<file path="config.mk">
export PLATFORM = sky130hd
export DESIGN_NAME = a_regfile_wb
export DESIGN_NICKNAME = d
export VERILOG_FILES = /design/src/rtl/a_regfile_wb.sv
export SDC_FILE = /design/constraint.sdc
export NUM_CORES = 1
export LEC_CHECK = 0
export CORE_MARGIN = 1
export CORE_UTILIZATION = 40
export DETAILED_ROUTE_END_ITERATION = 16
export PLACE_DENSITY = 0.7
export SYNTH_ARGS = -nofsm -noshare
export SYNTH_HDL_FRONTEND = slang
export SYNTH_SLANG_ARGS = --single-unit
</file>
<file path="constraint.sdc">
create_clock -name clk -period 2.7 [get_ports clk]
set_clock_uncertainty 0.2 [all_clocks]
set_input_delay 0.54 -clock clk [delete_from_list [all_inputs] [get_ports clk]]
set_output_delay 0.54 -clock clk [all_outputs]
set_load 0.005 [all_outputs]
</file>
<file path="src/rtl/a_regfile_wb.sv">
// a_regfile_wb: the eight A (address) registers with result-bus write-back,
// a maintenance write port, three combinational read ports and registered
// A0 status flags. Data moves bit-exact; there is no arithmetic here.
module a_regfile_wb #(
  parameter int AWIDTH = 24,
  parameter int NSRC   = 8
) (
  input  logic                   clk,
  input  logic                   rst,
  input  logic                   i_result_en,
  input  logic [3:0]             i_result_src,
  input  logic [2:0]             i_result_dest,
  input  logic [NSRC*AWIDTH-1:0] i_src_data,
  input  logic [2:0]             i_rd_i,
  input  logic [2:0]             i_rd_j,
  input  logic [2:0]             i_rd_k,
  output logic [AWIDTH-1:0]      o_ai,
  output logic [AWIDTH-1:0]      o_aj,
  output logic [AWIDTH-1:0]      o_ak,
  output logic [AWIDTH-1:0]      o_a0,
  input  logic                   i_mnt_we,
  input  logic [2:0]             i_mnt_addr,
  input  logic [AWIDTH-1:0]      i_mnt_data,
  output logic                   o_a0_zero,
  output logic                   o_a0_neg,
  output logic                   o_src_err,
  output logic                   o_mnt_conflict
);

  localparam int NREG = 8;

  logic [NREG-1:0][AWIDTH-1:0] a_q;

  logic              src_hit;
  logic [AWIDTH-1:0] src_sel;
  logic              wr_en;
  logic [2:0]        wr_addr;
  logic [AWIDTH-1:0] wr_data;
  logic [AWIDTH-1:0] a0_nxt;

  // Source mux: an unmatched (illegal) code leaves src_sel at zero, which is
  // exactly the value an illegal-source write must deposit.
  always_comb begin
    src_hit = 1'b0;
    src_sel = '0;
    for (int n = 0; n < NSRC; n++) begin
      if (i_result_src == 4'(n)) begin
        src_hit = 1'b1;
        src_sel = i_src_data[n*AWIDTH +: AWIDTH];
      end
    end
  end

  // Single write port: the result bus always beats the maintenance port.
  always_comb begin
    wr_en   = 1'b0;
    wr_addr = '0;
    wr_data = '0;
    if (i_result_en) begin
      wr_en   = 1'b1;
      wr_addr = i_result_dest;
      wr_data = src_sel;
    end else if (i_mnt_we) begin
      wr_en   = 1'b1;
      wr_addr = i_mnt_addr;
      wr_data = i_mnt_data;
    end
  end

  // Next-state A0 feeds the flag registers so flags never lag o_a0.
  always_comb begin
    a0_nxt = a_q[0];
    if (wr_en && wr_addr == 3'd0) a0_nxt = wr_data;
  end

  // Register array update, at most one entry per cycle.
  always_ff @(posedge clk or negedge rst) begin
    if (!rst) begin
      a_q <= '0;
    end else begin
      for (int r = 0; r < NREG; r++) begin
        if (wr_en && wr_addr == 3'(r)) a_q[r] <= wr_data;
      end
    end
  end

  // A0 status flags and one-cycle error/conflict pulses.
  always_ff @(posedge clk or negedge rst) begin
    if (!rst) begin
      o_a0_zero      <= 1'b1;
      o_a0_neg       <= 1'b0;
      o_src_err      <= 1'b0;
      o_mnt_conflict <= 1'b0;
    end else begin
      o_a0_zero      <= (a0_nxt == '0);
      o_a0_neg       <= a0_nxt[AWIDTH-1];
      o_src_err      <= i_result_en && !src_hit;
      o_mnt_conflict <= i_result_en && i_mnt_we;
    end
  end

  // Read ports: plain muxes of current contents, no write bypass.
  assign o_ai = a_q[i_rd_i];
  assign o_aj = a_q[i_rd_j];
  assign o_ak = a_q[i_rd_k];
  assign o_a0 = a_q[0];

endmodule

</file>
Yosys cells after proc, flatten, opt, wreduce, memory -nomap -nowiden
Cells that the tools add are included.
- order comparisons: 3
- equality and inequality tests: 14
- muxes and demuxes: 29
- reduce and logical (&&, ||, !) cells: 14
- operators with widths (cell ; number):
    two-way mux 24 bit ; 14
    binary-select mux 24 bit (select 3 bit) ; 3
    zero test 24 bit ; 1
    == test 4 x 3 -> 1 bit, second input constant ; 4
    == test 3 bit, second input constant ; 4
    less-than comparator 3 x 4 -> 1 bit, second input constant ; 3
    logical AND 1 bit ; 10
    two-way mux 1 bit ; 10
    == test 4 x 2 -> 1 bit, second input constant ; 2
    == test 3 x 2 -> 1 bit, second input constant ; 2
    two-way mux 3 bit ; 2
    == test 4 x 1 -> 1 bit, second input constant ; 1
    zero test 4 bit ; 1
    == test 3 x 1 -> 1 bit, second input constant ; 1
    zero test 3 bit ; 1
    zero test 1 bit ; 1
- bits in registers: 196
- input port bits: 239
- output and inout bits: 100
- logic and storage cells: 72

Logic depth before layout (Yosys ltp)
Gate-level depths: netlist of run 1.
- depth after elaboration: 12
- depth in mapped cells: 11
- gate-level depth less buffers: 7

Worst setup path before layout of run 1
OpenSTA, ideal clock, no wires.
- path type: input to output
- start: in i_rd_i[0]
- end: out o_ai[10]
- arrival: 2175 ps
- data required time: 1960 ps
- setup slack: -215 ps
- stages on the path: 4
- buffers on the path: 2
- cells stage by stage: buf_1 > buf_2 > mux4_2 > mux2_2
- cells in the longest elaborated chain, start to end: 2
- RTL lines (item ; line ; source):
    start, declared ; 14 ; input logic [2:0] i_rd_i,
    binary-select mux 24 bit (select 3 bit) ; 103 ; assign o_ai = a_q[i_rd_i];
    two-way mux 24 bit (implied by the code) ; 103 ;
    end, declared ; 17 ; output logic [AWIDTH-1:0] o_ai,
No other way between the ends. The select of a mux whose other input is x is not followed.

Worst setup path after layout of run 1
- start: reg a_q (netlist bit o_a0[11])
- end: out o_aj[11]
- cells in the longest elaborated chain, start to end: 2
- RTL lines (item ; line ; source):
    start, declared ; 32 ; logic [NREG-1:0][AWIDTH-1:0] a_q;
    start signal, assigned by index ; 82 ; if (wr_en && wr_addr == 3'(r)) a_q[r] <= wr_data;
    binary-select mux 24 bit (select 3 bit) ; 104 ; assign o_aj = a_q[i_rd_j];
    two-way mux 24 bit (implied by the code) ; 104 ;
    end, declared ; 18 ; output logic [AWIDTH-1:0] o_aj,
No other way between the ends. The select of a mux whose other input is x is not followed.

==> run summary, run 1 <==
Yosys reg bits - 195
Mean cell area of the mapped netlist - 11.1 sq um
Final slew viol count - 0
Grt ovf - 0
Setup WS pre-CTS - -0.553 ns
Failing checks - setup timing
Worst r2r path cells - 6
First-pass GRT wire length - 82500 microns
Die width - 188 microns
Max_slew headroom - 62.5%
EDFF count, synth - 0
Synth Instances - 1246
Port Buffer Count - 338
Post-synthesis cell area - 13800 sq um
Netlist cell types - 72
Yosys top cell by area - dfrtp_1
Lkg Pwr - 8.62 nW
Hold path endpoint - a_q[43]
Crit Path Max Fanout - 2
Hold Violations, Final - 0
Worst setup margin - -0.00634 ns
Pin count of the biggest net entering global routing - 58
Via count of the routed design - 13.0k
Required @ worst endpoint - 1.96 ns
Total length of routed wires - 54900 microns
Core area - 33700 sq um
Synth top area cells - dfrtp_1, mux4_2, mux2_2
Hold Crit Depth - 2
Worst setup SP type - flip-flop
Vias in the first global route - 13.4k
Yosys top cell area share - 35.2%
Die H - 188 microns
Pwr dens - 571 nW/um^2
Area grow syn2layout - 48.6%
R2R Setup Slk - 0.38 ns
Row count - 67
Unrepaired setup endpoints after global routing - yes
Status - complete, but fails checks
Final Cycle Share - 100%
Routed wire length per instance - 25.2 microns
DRC - 0
Beginning of the critical path - o_a0[11]
Final setup vio count - 3
TritonCTS Buffers - 17
Die area - 35200 sq um
Maximum capacitance violations - 0
Sequential share of the synthesized area - 35.4%
Root Buffer - clkbuf_16
Worst Tran Pin Value - 0.557 ns
Dpl hpwl - 38300 microns
CP Capture Type - output port
Clock buffer depth - 2
Share of cells above drive strength 1 - 35.3%
GPL Wtd Cong - 0.888
Final Critical Period - 2.71 ns
Worst skew pair latency - 0.45 ns
CTS tree - built
Antenna violations before repair - 4
Warnings, synthesis - 0
Reg2Reg Launch Point - o_a0[18]
Maximum VDD drop - 0.348 mV
Clock sink count - 195
IO Count - 339
Fin Hold WS - 0.323 ns
Worst hold path class - flip-flop to flip-flop
Fmax achieved - 370 MHz
Hold path start - a_q[43]
H-tree levels - 4
Drt pass-1 iters - 5
CP Class - flip-flop to output port
Arrival @ worst endpoint - 1.97 ns
Initial Util - 40.9%
FFs w/ async S/R, synth - 100%
Reg-to-reg endpoint - o_a0_zero
Starting DRT DRC Count - 1050
Vias/cell - 5.97
Core Util, Final - 60.8%
Final ANT Viol Nets - 0
Mapped Nets - 1485
All-layer global routing usage - 31.5%
Ys flop type - dfrtp_1
Worst-path clk slew - 0.08 ns
Final nets - 1959
-- cells in the final DEF (no fill, tap or decap), drive strengths merged, types with 3 or more instances in the layout --
cell and n:
nand2 148, mux2 81, a31oi 13, clkbuf 37, nand3 5, buf 269
a21oi 113, nand3b 5, inv 11, nor2 100, nor2b 7, a311oi 4
a2111oi 5, a211oi 9, o21ai 142, nor3 14, o21a 3, clkdlybuf4s15 12
clkdlybuf4s50 252, o22ai 5, a22oi 7, and2 9, mux4 158, nor4 3
clkinv 4, o221ai 11, mux2i 20, dfrtp 194, nand2b 9, dlygate4sd2 39
-- state kept, by name, summed over array words and instances (netlist names) --
| register | flops |
|---|---|
| o_a0 | 24 |
| o_a0_zero | 1 |
| a_q | 168 |
| o_mnt_conflict | 1 |
| o_src_err | 1 |
-- through the flow --
step	TNS (ns)	instances	total power, mW	area [sq um]
5_1_grt	-0.180	2182	12.2	20500
4_1_cts	-0.699	2169	11.5	20400
6_report	-0.0133	2182	11.7	20500
2_1_floorplan	0	1246	6.45	13800
3_5_place_dp	-36.42	2055	8.64	18600
3_3_place_gp	-36.10	2055	8.47	18600
-- synthesized netlist by cell type, types with 6 or more instances --
library cell,count
mux2_1,6
mux4_2,158
o221ai_1,10
mux2i_1,20
buf_4,32
clkbuf_1,59
o21ai_1,15
and2_1,9
buf_6,9
buf_2,18
nand2_1,148
dfrtp_1,194
a31oi_1,9
mux2_2,73
buf_1,21
nor2b_1,7
a21oi_1,109
o21ai_0,127
nor2_1,100
a211oi_1,6
a22oi_1,6
nand2b_1,9
nor3_1,13
-- cell families after synthesis --
kind of cell           count (synthesis)  share of synthesized area [%]
AOI/OAI and AO/OA                    332                           15.0
and+or+nand+nor                      314                           10.0
DFF                                  195                           35.4
muxes                                259                           33.9
buffers and inverters                146                           5.66
-- repair_timing --
item | 4_1_cts | 5_1_grt
hold endpoints to repair | 48 | 0
buffers inserted | 64 | 16
resized for setup | 198 | 63
gates cloned | 17 | 1
pin swaps | 1 | 3
endpoints found under the setup margin | 73 | 30
hold buffers | 1 | 0
-- critical path, stage by stage (launching register included) --
cell           delay [ns]
dfrtp_2              0.41
buf_4                0.14
mux4_2               0.43
mux2_2               0.28
dlygate4sd2_1        0.26
-- per-layer routing --
| layer | GRT usage [%] | vias to the layer above | wire, microns |
|---|---|---|---|
| met5 | 0 | - | 11 |
| met4 | 17.8 | 2 | 2920 |
| met3 | 6.78 | 149 | 4400 |
| met2 | 52.8 | 718 | 27500 |
| met1 | 37.7 | 6481 | 20100 |
| li1 | - | 5667 | - |
-- cell type report --
class / count / area [sq um]
Fill cell: 2716 / 13200
Sequential cell: 195 / 4900
Clock buffer: 18 / 439
Multi-Input combinational cell: 905 / 8360
Tap cell: 448 / 561
Antenna cell: 1 / 2.50
Clock inverter: 14 / 168
Timing Repair Buffer: 596 / 6030
Inverter: 5 / 18.8
-- worst max-delay path by stage --
stage                      to
floorplan            o_ai[10]
finish               o_aj[11]
CTS                  o_ai[14]
global route         o_aj[19]
global placement    o_a0_zero
detailed placement  o_a0_zero
-- power breakdown --
part	internal, mW	switching, mW	total [mW]
Sequential	3.57	0.654	4.23
Clock	1.42	1.21	2.63
Combinational	2.89	1.95	4.84
Total	7.88	3.82	11.7
Power figures use the tool's default switching activity.
==> run 2, diff against run 1 <==
CTS_CLUSTER_SIZE = 20   (was not set)
==> results of run 2 <==
No change in the layout: final DEF, timing and power equal those of run 1.
==> run 3, diff against run 2 <==
==> constraint.sdc (replaced) <==
create_clock -name clk -period 2.7 [get_ports clk]
set_clock_uncertainty 0.2 [all_clocks]
set_input_delay 0.405 -clock clk [delete_from_list [all_inputs] [get_ports clk]]
set_output_delay 0.405 -clock clk [all_outputs]
set_load 0.005 [all_outputs]
==> run summary, run 3 (synthesis gave the netlist of run 1 again) <==
Status - finished clean
Worst skew pair latency - 0.44 ns (about the same)
First-pass GRT wire length - 77600 microns (-6.0%)
CP Capture Type - output port
Arrival @ worst endpoint - 2.07 ns (+0.10 ns)
TritonCTS Buffers - 17 (unchanged)
H-tree levels - 4 (unchanged)
Worst setup SP type - flip-flop
Core area - 33700 sq um (unchanged)
Most frequent cells in the layout - clkdlybuf4s50_1, buf_4, dfrtp_1
IO Count - 339 (unchanged)
Drt pass-1 iters - 5 (unchanged)
Final nets - 1912 (-2.4%)
Hold Violations, Final - 0 (unchanged)
Clock buffer depth - 2 (unchanged)
Vias/cell - 5.86 (-1.8%)
Final slew viol count - 0 (unchanged)
Vias in the first global route - 12.8k (-4.5%)
Max_slew headroom - 61.3% (-1.3 points)
Post-Place Cells - 2028 (-1.3%)
Reg with most FFs - a_q
Worst-path clk slew - 0.07 ns (about the same)
Worst hold path class - primary input to async pin
Total length of routed wires - 51800 microns (-5.6%)
GPL Wtd Cong - 0.904 (+1.7%)
Final Cycle Share - 99.2% (-1.1 points)
Maximum capacitance violations - 0 (unchanged)
Share of cells above drive strength 1 - 31.9% (-3.3 points)
Die width - 188 microns (unchanged)
Final ANT Viol Nets - 0 (unchanged)
Worst Tran Pin Value - 0.579 ns (+0.0218 ns)
Area grow syn2layout - 43.6%
Setup WS pre-CTS - -0.403 ns (+0.150 ns)
Row count - 67 (unchanged)
Most common cell after layout, fill and taps aside - clkdlybuf4s50_1
Antenna Diode Count - 0 (-1)
Initial Util - 40.9% (unchanged)
Final Critical Period - 2.68 ns (-0.0284 ns)
Clock sink count - 195 (unchanged)
Grt ovf - 0 (unchanged)
Pwr dens - 574 nW/um^2 (+0.53%)
Antenna violations before repair - 0 (-4)
Routed wire length per instance - 24.3 microns (-3.5%)
Maximum VDD drop - 0.438 mV (+26%)
Beginning of the critical path - o_a0[0]
Final setup vio count - 0 (-3)
CTS tree - built
DRC - 0 (unchanged)
Root Buffer - clkbuf_16
Fmax achieved - 373 MHz (+1.1%)
CP Class - flip-flop to output port
Via count of the routed design - 12.5k (-4.0%)
Overall Power - 11.4 mW (-2.8%)
Core Util, Final - 58.8% (-2.0 points)
Starting DRT DRC Count - 867 (-17%)
Worst setup margin - 0.0220 ns (+0.0284 ns)
Die H - 188 microns (unchanged)
Die area - 35200 sq um (unchanged)
Pin count of the biggest net entering global routing - 70 (+21%)
All-layer global routing usage - 29.2% (-2.3 points)
Final cell count without fillers - 2134 (-2.2%)
Lkg Pwr - 8.62 nW (+0.10%)
Reg2Reg Launch Point - o_a0[18]
Dpl hpwl - 37600 microns (-1.8%)
Port Buffer Count - 338 (unchanged)
Required @ worst endpoint - 2.10 ns (+0.14 ns)
Max reg flops - 168 (unchanged)
Crit Path Max Fanout - 3 (+1)
## run 3: cell types whose count changed in the layout (fill, tap and decap cells not counted), moves of 15 or more
cell            previous run  this run
dlygate4sd2_1             39        19
mux2_2                    38        64
buf_4                    191       176
buf_6                     20         1
mux2_4                    37        11
buf_16                    18         2
dlymetal6s2s_1             2        48
clkbuf_2                  17         0
## run 3: cell type report
class / instances / area (sq um)
Sequential cell: 195 / 4910
Clock buffer: 17 / 425
Fill cell: 2809 / 13900
Clock inverter: 15 / 169
Inverter: 5 / 18.8
Tap cell: 448 / 561
Multi-Input combinational cell: 905 / 8190
Timing Repair Buffer: 549 / 5530
## run 3: path summary, 6_finish.rpt
path / end / cells after the start / slack, ns
min in group clk: a_q[56] / 2 / 0.32
worst min register to register: a_q[56] / 2 / 0.32
worst min-delay path: a_q[166] / 2 / 0.28
worst max-delay path: o_ai[0] / 4 / 0.02
worst max register to register: o_a0_zero / 6 / 0.41
max in group asynchronous: o_a0[10] / 3 / 1.24
## run 3: timing repair
action / 4_1_cts / 5_1_grt
gates resized for setup: 46 / 58
hold buffers: 1 / 0
pin swaps: 0 / 0
setup endpoints to repair: 52 / 54
endpoints found under the hold margin: 43 / 0
setup buffers: 27 / 44
cloned: 1 / 1
## run 3: power breakdown
part | switching [mW] | internal, mW | total, mW
sequential | 0.648 | 3.58 | 4.23
clock | 1.23 | 1.32 | 2.55
combinational | 1.82 | 2.78 | 4.60
total | 3.70 | 7.68 | 11.4
## run 3: layer usage
layer | GRT usage, % | vias to the layer above | routed length (microns)
li1 | - | 5563 | -
met4 | 11.3 | 0 | 1950
met1 | 37.1 | 6146 | 19800
met2 | 50.3 | 689 | 26100
met5 | 0 | - | 0
met3 | 4.53 | 101 | 3910
## run 3: worst max-delay path: stages, from the launching register on
cell           delay (ns)
dfrtp_2              0.44
buf_4                0.17
mux4_2               0.45
mux2_2               0.31
dlygate4sd2_1        0.27
## run 3: per-stage QoR
stage | cell area [sq um] | TNS, ns | hold WS, ns
after global routing | 19800 | -0.0162 | 0.329
after CTS | 19300 | 0 | 0.295
final | 19800 | 0 | 0.285
after global placement | 18400 | -8.07 | 0.175
after detailed placement | 18400 | -7.64 | 0.181
after floorplan | 13800 | 0 | -0.0906
